[config.mk]
export PLATFORM = sky130hd
export DESIGN_NAME = frame_stream_source
export DESIGN_NICKNAME = d
export VERILOG_FILES = /design/src/rtl/frame_stream_pkg.sv /design/src/rtl/frame_stream_source_timing.sv /design/src/rtl/frame_stream_source.sv
export SDC_FILE = /design/constraint.sdc
export NUM_CORES = 1
export LEC_CHECK = 0
export ABC_AREA = 1
export CAP_MARGIN = 20
export CORE_ASPECT_RATIO = 1.75
export CORE_UTILIZATION = 45
export DETAILED_ROUTE_END_ITERATION = 7
export HOLD_SLACK_MARGIN = 0.05
export PLACE_DENSITY = 0.73
export SLEW_MARGIN = 0
export SYNTH_ARGS = -nofsm -noshare
export SYNTH_HDL_FRONTEND = slang
export SYNTH_HIERARCHICAL = 1
export SYNTH_SLANG_ARGS = --single-unit
[constraint.sdc]
create_clock -name clk -period 1.6 [get_ports clk]
set_input_delay 0.4 -clock clk [delete_from_list [all_inputs] [get_ports clk]]
set_output_delay 0.4 -clock clk [all_outputs]
set_load 0.005 [all_outputs]
[src/rtl/frame_stream_pkg.sv]
// Shared types and helpers for the frame stream source.
package frame_stream_pkg;

  typedef enum logic [1:0] {
    IDLE   = 2'd0,
    VBLANK = 2'd1,
    ACTIVE = 2'd2,
    DONE   = 2'd3
  } state_t;

  // Cycles from an accepted start request to the o_done pulse.
  function automatic int unsigned frame_len(input int unsigned h_res,
                                            input int unsigned v_res,
                                            input int unsigned h_blank,
                                            input int unsigned v_blank);
    return (v_blank + v_res) * (h_res + h_blank) + 1;
  endfunction

endpackage

[src/rtl/frame_stream_source_timing.sv]
// Column/line counters for the raster scan, with slot and line/frame boundary flags.
module video_timing_counter #(
  parameter int unsigned H_RES   = 80,
  parameter int unsigned V_RES   = 60,
  parameter int unsigned H_BLANK = 16,
  parameter int unsigned V_BLANK = 4,
  localparam int unsigned COL_W  = $clog2(H_RES + H_BLANK),
  localparam int unsigned LINE_W = $clog2(V_BLANK + V_RES)
) (
  input  logic              clk,
  input  logic              rst,
  input  logic              i_clr,
  input  logic              i_en,
  output logic [COL_W-1:0]  o_col,
  output logic [LINE_W-1:0] o_row,
  output logic              o_active_slot,
  output logic              o_line_end,
  output logic              o_vblank_end,
  output logic              o_frame_end
);

  localparam logic [COL_W-1:0]  ColLast  = COL_W'(H_RES + H_BLANK - 1);
  localparam logic [LINE_W-1:0] LineLast = LINE_W'(V_BLANK + V_RES - 1);
  localparam logic [LINE_W-1:0] VbLast   = LINE_W'(V_BLANK - 1);

  logic [COL_W-1:0]  col_q, col_d;
  logic [LINE_W-1:0] line_q, line_d;

  always_ff @(posedge clk or posedge rst) begin
    if (rst) begin
      col_q  <= '0;
      line_q <= '0;
    end else begin
      col_q  <= col_d;
      line_q <= line_d;
    end
  end

  assign o_line_end    = (col_q == ColLast);
  assign o_active_slot = (col_q < COL_W'(H_RES));
  assign o_vblank_end  = o_line_end && (line_q == VbLast);
  assign o_frame_end   = o_line_end && (line_q == LineLast);
  assign o_col         = col_q;
  // Row index within active video; 0 during vertical blanking.
  assign o_row         = (line_q < LINE_W'(V_BLANK)) ? '0 : line_q - LINE_W'(V_BLANK);

  always_comb begin
    col_d  = col_q;
    line_d = line_q;
    if (i_clr) begin
      col_d  = '0;
      line_d = '0;
    end else if (i_en) begin
      if (o_line_end) begin
        col_d  = '0;
        line_d = (line_q == LineLast) ? '0 : line_q + LINE_W'(1);
      end else begin
        col_d = col_q + COL_W'(1);
      end
    end
  end

endmodule

[src/rtl/frame_stream_source.sv]
// Emits one stored frame as a raster stream per i_start request.
// Optional test pattern source enabled by defining FSP_TEST_PATTERN_EN.
module frame_stream_source
  import frame_stream_pkg::*;
#(
  parameter int unsigned WIDTH   = 8,
  parameter int unsigned H_RES   = 80,
  parameter int unsigned V_RES   = 60,
  parameter int unsigned H_BLANK = 16,
  parameter int unsigned V_BLANK = 4,
  localparam int unsigned ADDR_W = $clog2(H_RES * V_RES)
) (
  input  logic              clk,
  input  logic              rst,
  input  logic              i_start,
`ifdef FSP_TEST_PATTERN_EN
  input  logic              i_pattern_sel,
`endif
  output logic              o_busy,
  output logic              o_done,
  output logic              o_rd_en,
  output logic [ADDR_W-1:0] o_rd_addr,
  input  logic [WIDTH-1:0]  i_rd_data,
  output logic              o_vsync,
  output logic              o_hsync,
  output logic              o_de,
  output logic [WIDTH-1:0]  o_data
);

  localparam int unsigned COL_W  = $clog2(H_RES + H_BLANK);
  localparam int unsigned LINE_W = $clog2(V_BLANK + V_RES);

  state_t             state_q, state_d;
  logic [ADDR_W-1:0]  addr_q, addr_d;
  logic               vsync_q, vsync_d;
  logic               hsync_q, hsync_d;
  logic               de_q, de_d;
  logic               busy_q, busy_d;
  logic               done_q, done_d;
  logic               pat_sel_q, pat_sel_d;
  logic [WIDTH-1:0]   pat_data_q, pat_data_d;

  logic               run;
  logic               start_acc;
  logic               rd_en;
  logic [COL_W-1:0]   col;
  logic [LINE_W-1:0]  row;
  logic               active_slot, line_end, vblank_end, frame_end;

  assign run = (state_q == VBLANK) || (state_q == ACTIVE);

  video_timing_counter #(
    .H_RES   (H_RES),
    .V_RES   (V_RES),
    .H_BLANK (H_BLANK),
    .V_BLANK (V_BLANK)
  ) u_timing (
    .clk           (clk),
    .rst           (rst),
    .i_clr         (!run),
    .i_en          (run),
    .o_col         (col),
    .o_row         (row),
    .o_active_slot (active_slot),
    .o_line_end    (line_end),
    .o_vblank_end  (vblank_end),
    .o_frame_end   (frame_end)
  );

  always_ff @(posedge clk or posedge rst) begin
    if (rst) begin
      state_q    <= IDLE;
      addr_q     <= '0;
      vsync_q    <= 1'b0;
      hsync_q    <= 1'b0;
      de_q       <= 1'b0;
      busy_q     <= 1'b0;
      done_q     <= 1'b0;
      pat_sel_q  <= 1'b0;
      pat_data_q <= '0;
    end else begin
      state_q    <= state_d;
      addr_q     <= addr_d;
      vsync_q    <= vsync_d;
      hsync_q    <= hsync_d;
      de_q       <= de_d;
      busy_q     <= busy_d;
      done_q     <= done_d;
      pat_sel_q  <= pat_sel_d;
      pat_data_q <= pat_data_d;
    end
  end

  // A request landing on the o_done cycle is dropped, guaranteeing a busy-low gap.
  always_comb begin
    state_d   = state_q;
    start_acc = 1'b0;
    unique case (state_q)
      IDLE: begin
        if (i_start && !done_q) begin
          state_d   = VBLANK;
          start_acc = 1'b1;
        end
      end
      VBLANK:  if (vblank_end) state_d = ACTIVE;
      ACTIVE:  if (frame_end) state_d = DONE;
      DONE:    state_d = IDLE;
      default: state_d = IDLE;
    endcase
  end

  always_comb begin
    vsync_d    = (state_q == VBLANK);
    hsync_d    = run && !active_slot;
    de_d       = (state_q == ACTIVE) && active_slot;
    busy_d     = run;
    done_d     = (state_q == DONE);
    rd_en      = de_d && !pat_sel_q;
    pat_data_d = de_d ? WIDTH'(int'(col) + int'(row)) : '0;

    addr_d = addr_q;
    if (start_acc || (state_q == DONE)) begin
      addr_d = '0;
    end else if (rd_en) begin
      addr_d = addr_q + ADDR_W'(1);
    end

`ifdef FSP_TEST_PATTERN_EN
    pat_sel_d = start_acc ? i_pattern_sel : pat_sel_q;
`else
    pat_sel_d = 1'b0;
`endif
  end

  assign o_busy    = busy_q;
  assign o_done    = done_q;
  assign o_rd_en   = rd_en;
  assign o_rd_addr = addr_q;
  assign o_vsync   = vsync_q;
  assign o_hsync   = hsync_q;
  assign o_de      = de_q;
  // RAM data arrives one cycle after the read, aligned with o_de.
  assign o_data    = de_q ? (pat_sel_q ? pat_data_q : i_rd_data) : '0;

endmodule
==> results_dict.tcl, run 1 <==
set metrics [dict create \
    finalHoldViolations 0 \
    switching_share_pct 40.0 \
    clkSinkCount 33 \
    grt_usage_pct 22.3 \
    combPwrFrac_pct 56.0 \
    grt_max_degree 21 \
    grt_pass1_vias 1870 \
    num_io_pins 38 \
    dieArea_mm2 0.00465 \
    worst_ep_required_time_ps 1200 \
    crit_arrival_ps 1190 \
    maxCapViolations 0 \
    synth_area_per_cell_um2 7.66 \
    worstSkewPairLatency_ps 270 \
    hold_buffers 0 \
    pwr-share-clk_pct 15.8 \
    antenna_left 0 \
    dieWidth_um 52.0 \
    root_buffer "clkbuf_8" \
    dpl.cell_count 368 \
    clock-skew-final_ps 2.08 \
    rsz0062_at_grt "true" \
    wl_um 4720 \
    drive_gt1_share_pct 26.6 \
    coreArea_mm2 0.00415 \
    critPathCaptureType "output pin" \
    p_per_area_mw_per_mm2 1300 \
    intPower_w 0.00222 \
    clk_pin_slew_worst_paths_ps 60 \
    dp_hpwl_um 3560 \
    drc_errors 0 \
    min_period_ps 1590 \
    final_cells 391 \
    syn_area_mm2 0.00197 \
    drtIter0Drc 54 \
    seq_power_share_pct 28.1 \
    hold_slack_ps 445 \
    overflow 0 \
    gp_congestion 0.790 \
    critPathMaxFanout 1 \
    grt_antenna_before_repair 0 \
    slew_headroom_pct 81.1 \
    vias 1913 \
    path_class "in2out" \
    via_per_inst 4.89 \
    p_leak_nw 1.44 \
    die_y_um 89.5 \
    num_antenna_cells 0 \
    synth_fp_nets 278 \
    tightest_slew_ps 284 \
    p_sw_w 0.00148 \
    netlist_instances 257 \
    io_buffers 37 \
    hold_class "in2async" \
    start_util_pct 47.4 \
    rows 31 \
    report.final.slew_viol_count 0 \
    outcome "completed" \
    period_share_pct 99.6 \
    htreeDepth 2 \
    ctsLongestPathBuffers 2 \
    cts_made_buffers 5 \
    first_pass_iters 4 \
    cts_tree "yes" \
    peakVddDrop_v 0.00141 \
    wl_per_cell_um 12.1 \
    syn2layout_area_growth_pct 44.5 \
    fillers 341 \
    setup_viol_count_final 0 \
    final_util_pct 68.5 \
    grt_pass1_wl_um 7600 \
    setup_ws_ps 6.76 \
    fmax_ghz 0.628 \
    pre_cts_slack_ps -257 \
    cp-start-kind "input port" \
    yosysWarnings 6 \
    fin_nets 362 \
]
-- metrics by stage --
step           power, W  instance area [µm²]  TNS [ps]
2_1_floorplan   0.00205                 1970         0
3_3_place_gp    0.00284                 2590     -1950
3_5_place_dp    0.00291                 2590     -2290
4_1_cts         0.00363                 2780     -41.7
5_1_grt         0.00399                 2840     -48.1
6_report        0.00370                 2840         0
-- final cells by class --
cell class	instances	area, µm²	area share, %
tap	49	61.3	2.16
inverter	45	176	6.20
clock buffer	8	80.1	2.82
sequential	33	828	29.1
multi-input combinational	176	993	34.9
timing repair buffer	80	704	24.8
-- power groups by stage --
stage	clock [W]	sequential (W)	combinational [W]
2_1_floorplan	0	0.00105	0.000996
3_3_place_gp	0	0.00107	0.00178
3_5_place_dp	0	0.00108	0.00183
4_1_cts	0.000614	0.00103	0.00199
5_1_grt	0.000648	0.00105	0.00229
6_report	0.000586	0.00104	0.00207
-- sequential cells by signal (all words and copies together) (netlist names) --
| name | cells |
|---|---|
| state_q | 2 |
| o_hsync | 1 |
| u_timing/line_q | 6 |
| o_de | 1 |
| o_busy | 1 |
| u_timing/o_col | 7 |
| o_done | 1 |
| o_vsync | 1 |
| o_rd_addr | 13 |
-- timing repair --
action / in CTS / in global routing
pin swaps: 2 / 4
endpoints found under the setup margin: 27 / 21
gates cloned: 0 / 0
gates resized for setup: 20 / 25
setup buffers: 11 / 4
-- worst paths after layout --
path	from	end	slack, ps	depth (start not counted)
worst max-delay path	i_rd_data[4]	o_data[4]	7	4
worst min-delay path	rst	u_timing/o_col[2]$_DFFE_PP0P_	440	3
worst max register to register	state_q[0]$_DFFE_PP0P_	u_timing/o_col[4]$_DFFE_PP0P_	80	9
worst min register to register	u_timing/o_col[1]$_DFFE_PP0P_	u_timing/o_col[1]$_DFFE_PP0P_	520	2
max in group asynchronous	rst	o_rd_addr[2]$_DFFE_PP0P_	870	3
min in group clk	u_timing/o_col[1]$_DFFE_PP0P_	u_timing/o_col[1]$_DFFE_PP0P_	520	2
-- per-layer routing --
layer  global-route usage [%]  wire length (µm)  part of all wire, %  vias up
met2                     43.2              2770                   59       53
met3                     5.10               222                  4.7       12
met5                        0                 0                    0        -
met4                     11.1               121                  2.6        0
li1                         -                 -                    -      974
met1                     20.7              1600                   34      874
-- cell usage in the layout, fill, tap and decap left out, types with 7 or more instances in the layout --
cell type / count
nand2_1: 59
buf_4: 39
inv_1: 36
dfrtp_1: 31
nor2_1: 26
clkdlybuf4s50_1: 25
nand3_1: 18
a21oi_1: 9
o21ai_1: 9
nor2_2: 8
ha_1: 8
inv_2: 7
-- worst max-delay path, stage by stage --
cell	delay, ps
clkdlybuf4s50_1	460
nand2_1	50
inv_1	70
clkdlybuf4s15_1	220
No activity file was read; power rests on OpenSTA's default activity.
==> run 2, diff against run 1 <==
--- a/config.mk
+++ b/config.mk
@@ -8,10 +8,10 @@
 export ABC_AREA = 1
 export CAP_MARGIN = 20
 export CORE_ASPECT_RATIO = 1.75
-export CORE_UTILIZATION = 45
+export CORE_UTILIZATION = 47
 export DETAILED_ROUTE_END_ITERATION = 7
 export HOLD_SLACK_MARGIN = 0.05
-export PLACE_DENSITY = 0.73
+export PLACE_DENSITY = 0.76
 export SLEW_MARGIN = 0
 export SYNTH_ARGS = -nofsm -noshare
 export SYNTH_HDL_FRONTEND = slang
==> constraint.sdc (replaced) <==
create_clock -name clk -period 1.45 [get_ports clk]
set_input_delay 0.3625 -clock clk [delete_from_list [all_inputs] [get_ports clk]]
set_output_delay 0.3625 -clock clk [all_outputs]
set_load 0.005 [all_outputs]
==> run 2 against run 1 <==
The flow now finishes with violations (negative setup slack). Register-to-register slack got worse by 110 ps. Cell area increased by 4.4%. Hold slack lost 8.8 ps. Worst setup slack worse by 55 ps. Die area fell by 4.1%. Highest routed layer unchanged.
==> results_dict.tcl, run 2 (synthesis gave the netlist of run 1 again) <==
set metrics [dict create \
    syn2layout_area_growth_pct 50.9 \
    peakVddDrop_v 0.00159 \
    pre_cts_slack_ps -364 \
    p_per_area_mw_per_mm2 1480 \
    hold_slack_ps 436 \
    violations "negative setup slack" \
    fin_nets 372 \
    clock-skew-final_ps 10.2 \
    period_share_pct 103 \
    grt_pass1_vias 1972 \
    final_cells 398 \
    layout_commonest_cell "buf_4" \
    dp_hpwl_um 3480 \
    io_buffers 37 \
    dieWidth_um 50.9 \
    setup_ws_ps -48.5 \
    grt_antenna_before_repair 0 \
    num_io_pins 38 \
    fillers 301 \
    path_class "reg2out" \
    worstSkewPairLatency_ps 290 \
    report.final.slew_viol_count 0 \
    num_antenna_cells 0 \
    clkSinkCount 33 \
    vias 1977 \
    crit_arrival_ps 1140 \
    tightest_slew_ps 269 \
    htreeDepth 2 \
    finalHoldViolations 0 \
    cts_made_buffers 5 \
    fmax_ghz 0.667 \
    dpl.cell_count 373 \
    antenna_left 0 \
    multi_input_area_mm2 0.00109 \
    hold_class "in2async" \
    critPathCaptureType "output pin" \
    cp-start-kind "flip-flop" \
    drive_gt1_share_pct 39.1 \
    wl_per_cell_um 13.1 \
    slew_headroom_pct 82.1 \
    die_y_um 87.6 \
    rows 30 \
    total_power_w 0.00439 \
    grt_max_degree 21 \
    grt_usage_pct 25.3 \
    overflow 0 \
    hold_buffers 0 \
    final_cell_mix "buf_4 (48), nand2_1 (46), inv_1 (32)" \
    p_leak_nw 1.54 \
    seq_area_um2 830 \
    drc_errors 0 \
    wl_um 5210 \
    worst_ep_required_time_ps 1090 \
    setup_viol_count_final 6 \
    via_per_inst 4.97 \
    outcome "finished with violations" \
    dieArea_mm2 0.00446 \
    maxCapViolations 0 \
    cts_tree "yes" \
    clk_pin_slew_worst_paths_ps 70 \
    ctsLongestPathBuffers 2 \
    rsz0062_at_grt "true" \
    start_util_pct 49.9 \
    coreArea_mm2 0.00394 \
    largest_register_ffs 13 \
    root_buffer "clkbuf_8" \
    min_period_ps 1500 \
    critPathMaxFanout 4 \
    first_pass_iters 4 \
    grt_pass1_wl_um 8380 \
    gp_congestion 0.806 \
    drtIter0Drc 49 \
]
-- run 2: timing repair --
action / in CTS / in global routing
gates cloned: 0 / 1
buffers inserted: 16 / 2
setup endpoints to repair: 47 / 23
gates resized for setup: 71 / 41
pin swaps: 10 / 16
-- run 2: critical path, cell delays in order (launching register included) --
cell and delay [ps]:
dfrtp_2 450, ha_4 190, nand2_4 60, inv_2 40, buf_6 100
-- run 2: routing by layer --
layer	GRT usage (%)	routed length, µm	vias to the layer above
met5	0	0	-
met2	52.5	3160	47
met4	8.59	63	0
met3	5.38	186	5
met1	22.6	1800	940
li1	-	-	985
-- run 2: through the flow --
stage,instance area (µm²),TNS (ps),util [%]
floorplan,1970,0,-
global placement,2640,-3730,66.9
detailed placement,2640,-4030,66.9
CTS,2830,-82.8,71.9
global route,2970,-1030,75.4
finish,2970,-127,75.4
-- run 2: final timing paths --
| check | slack, ps | startpoint | depth (start not counted) | to |
|---|---|---|---|---|
| worst max-delay path | -50 | state_q[1]$_DFFE_PP0P_ | 4 | o_rd_en |
| min in group clk | 520 | u_timing/o_col[1]$_DFFE_PP0P_ | 2 | u_timing/o_col[1]$_DFFE_PP0P_ |
| max in group asynchronous | 760 | rst | 3 | state_q[1]$_DFFE_PP0P_ |
| worst min register to register | 520 | u_timing/o_col[1]$_DFFE_PP0P_ | 2 | u_timing/o_col[1]$_DFFE_PP0P_ |
| worst max register to register | -30 | state_q[0]$_DFFE_PP0P_ | 10 | u_timing/o_col[5]$_DFFE_PP0P_ |
| worst min-delay path | 440 | rst | 3 | u_timing/o_col[2]$_DFFE_PP0P_ |
-- run 2: layout make-up --
cell class              instances  area share [%]
clock inverters                 1           0.168
multi-input cells             176            36.7
clock buffers                   5            2.32
flip-flops and latches         33            27.9
inverters                      45            6.02
well taps                      48            2.02
repair buffers                 89            24.6
repair inverters                1           0.253
-- run 2: where the power goes --
group / internal, W / total, W / switching (W)
clock: 0.000316 / 0.000653 / 0.000337
sequential: 0.00106 / 0.00116 / 0.0000934
combinational: 0.00117 / 0.00258 / 0.00141
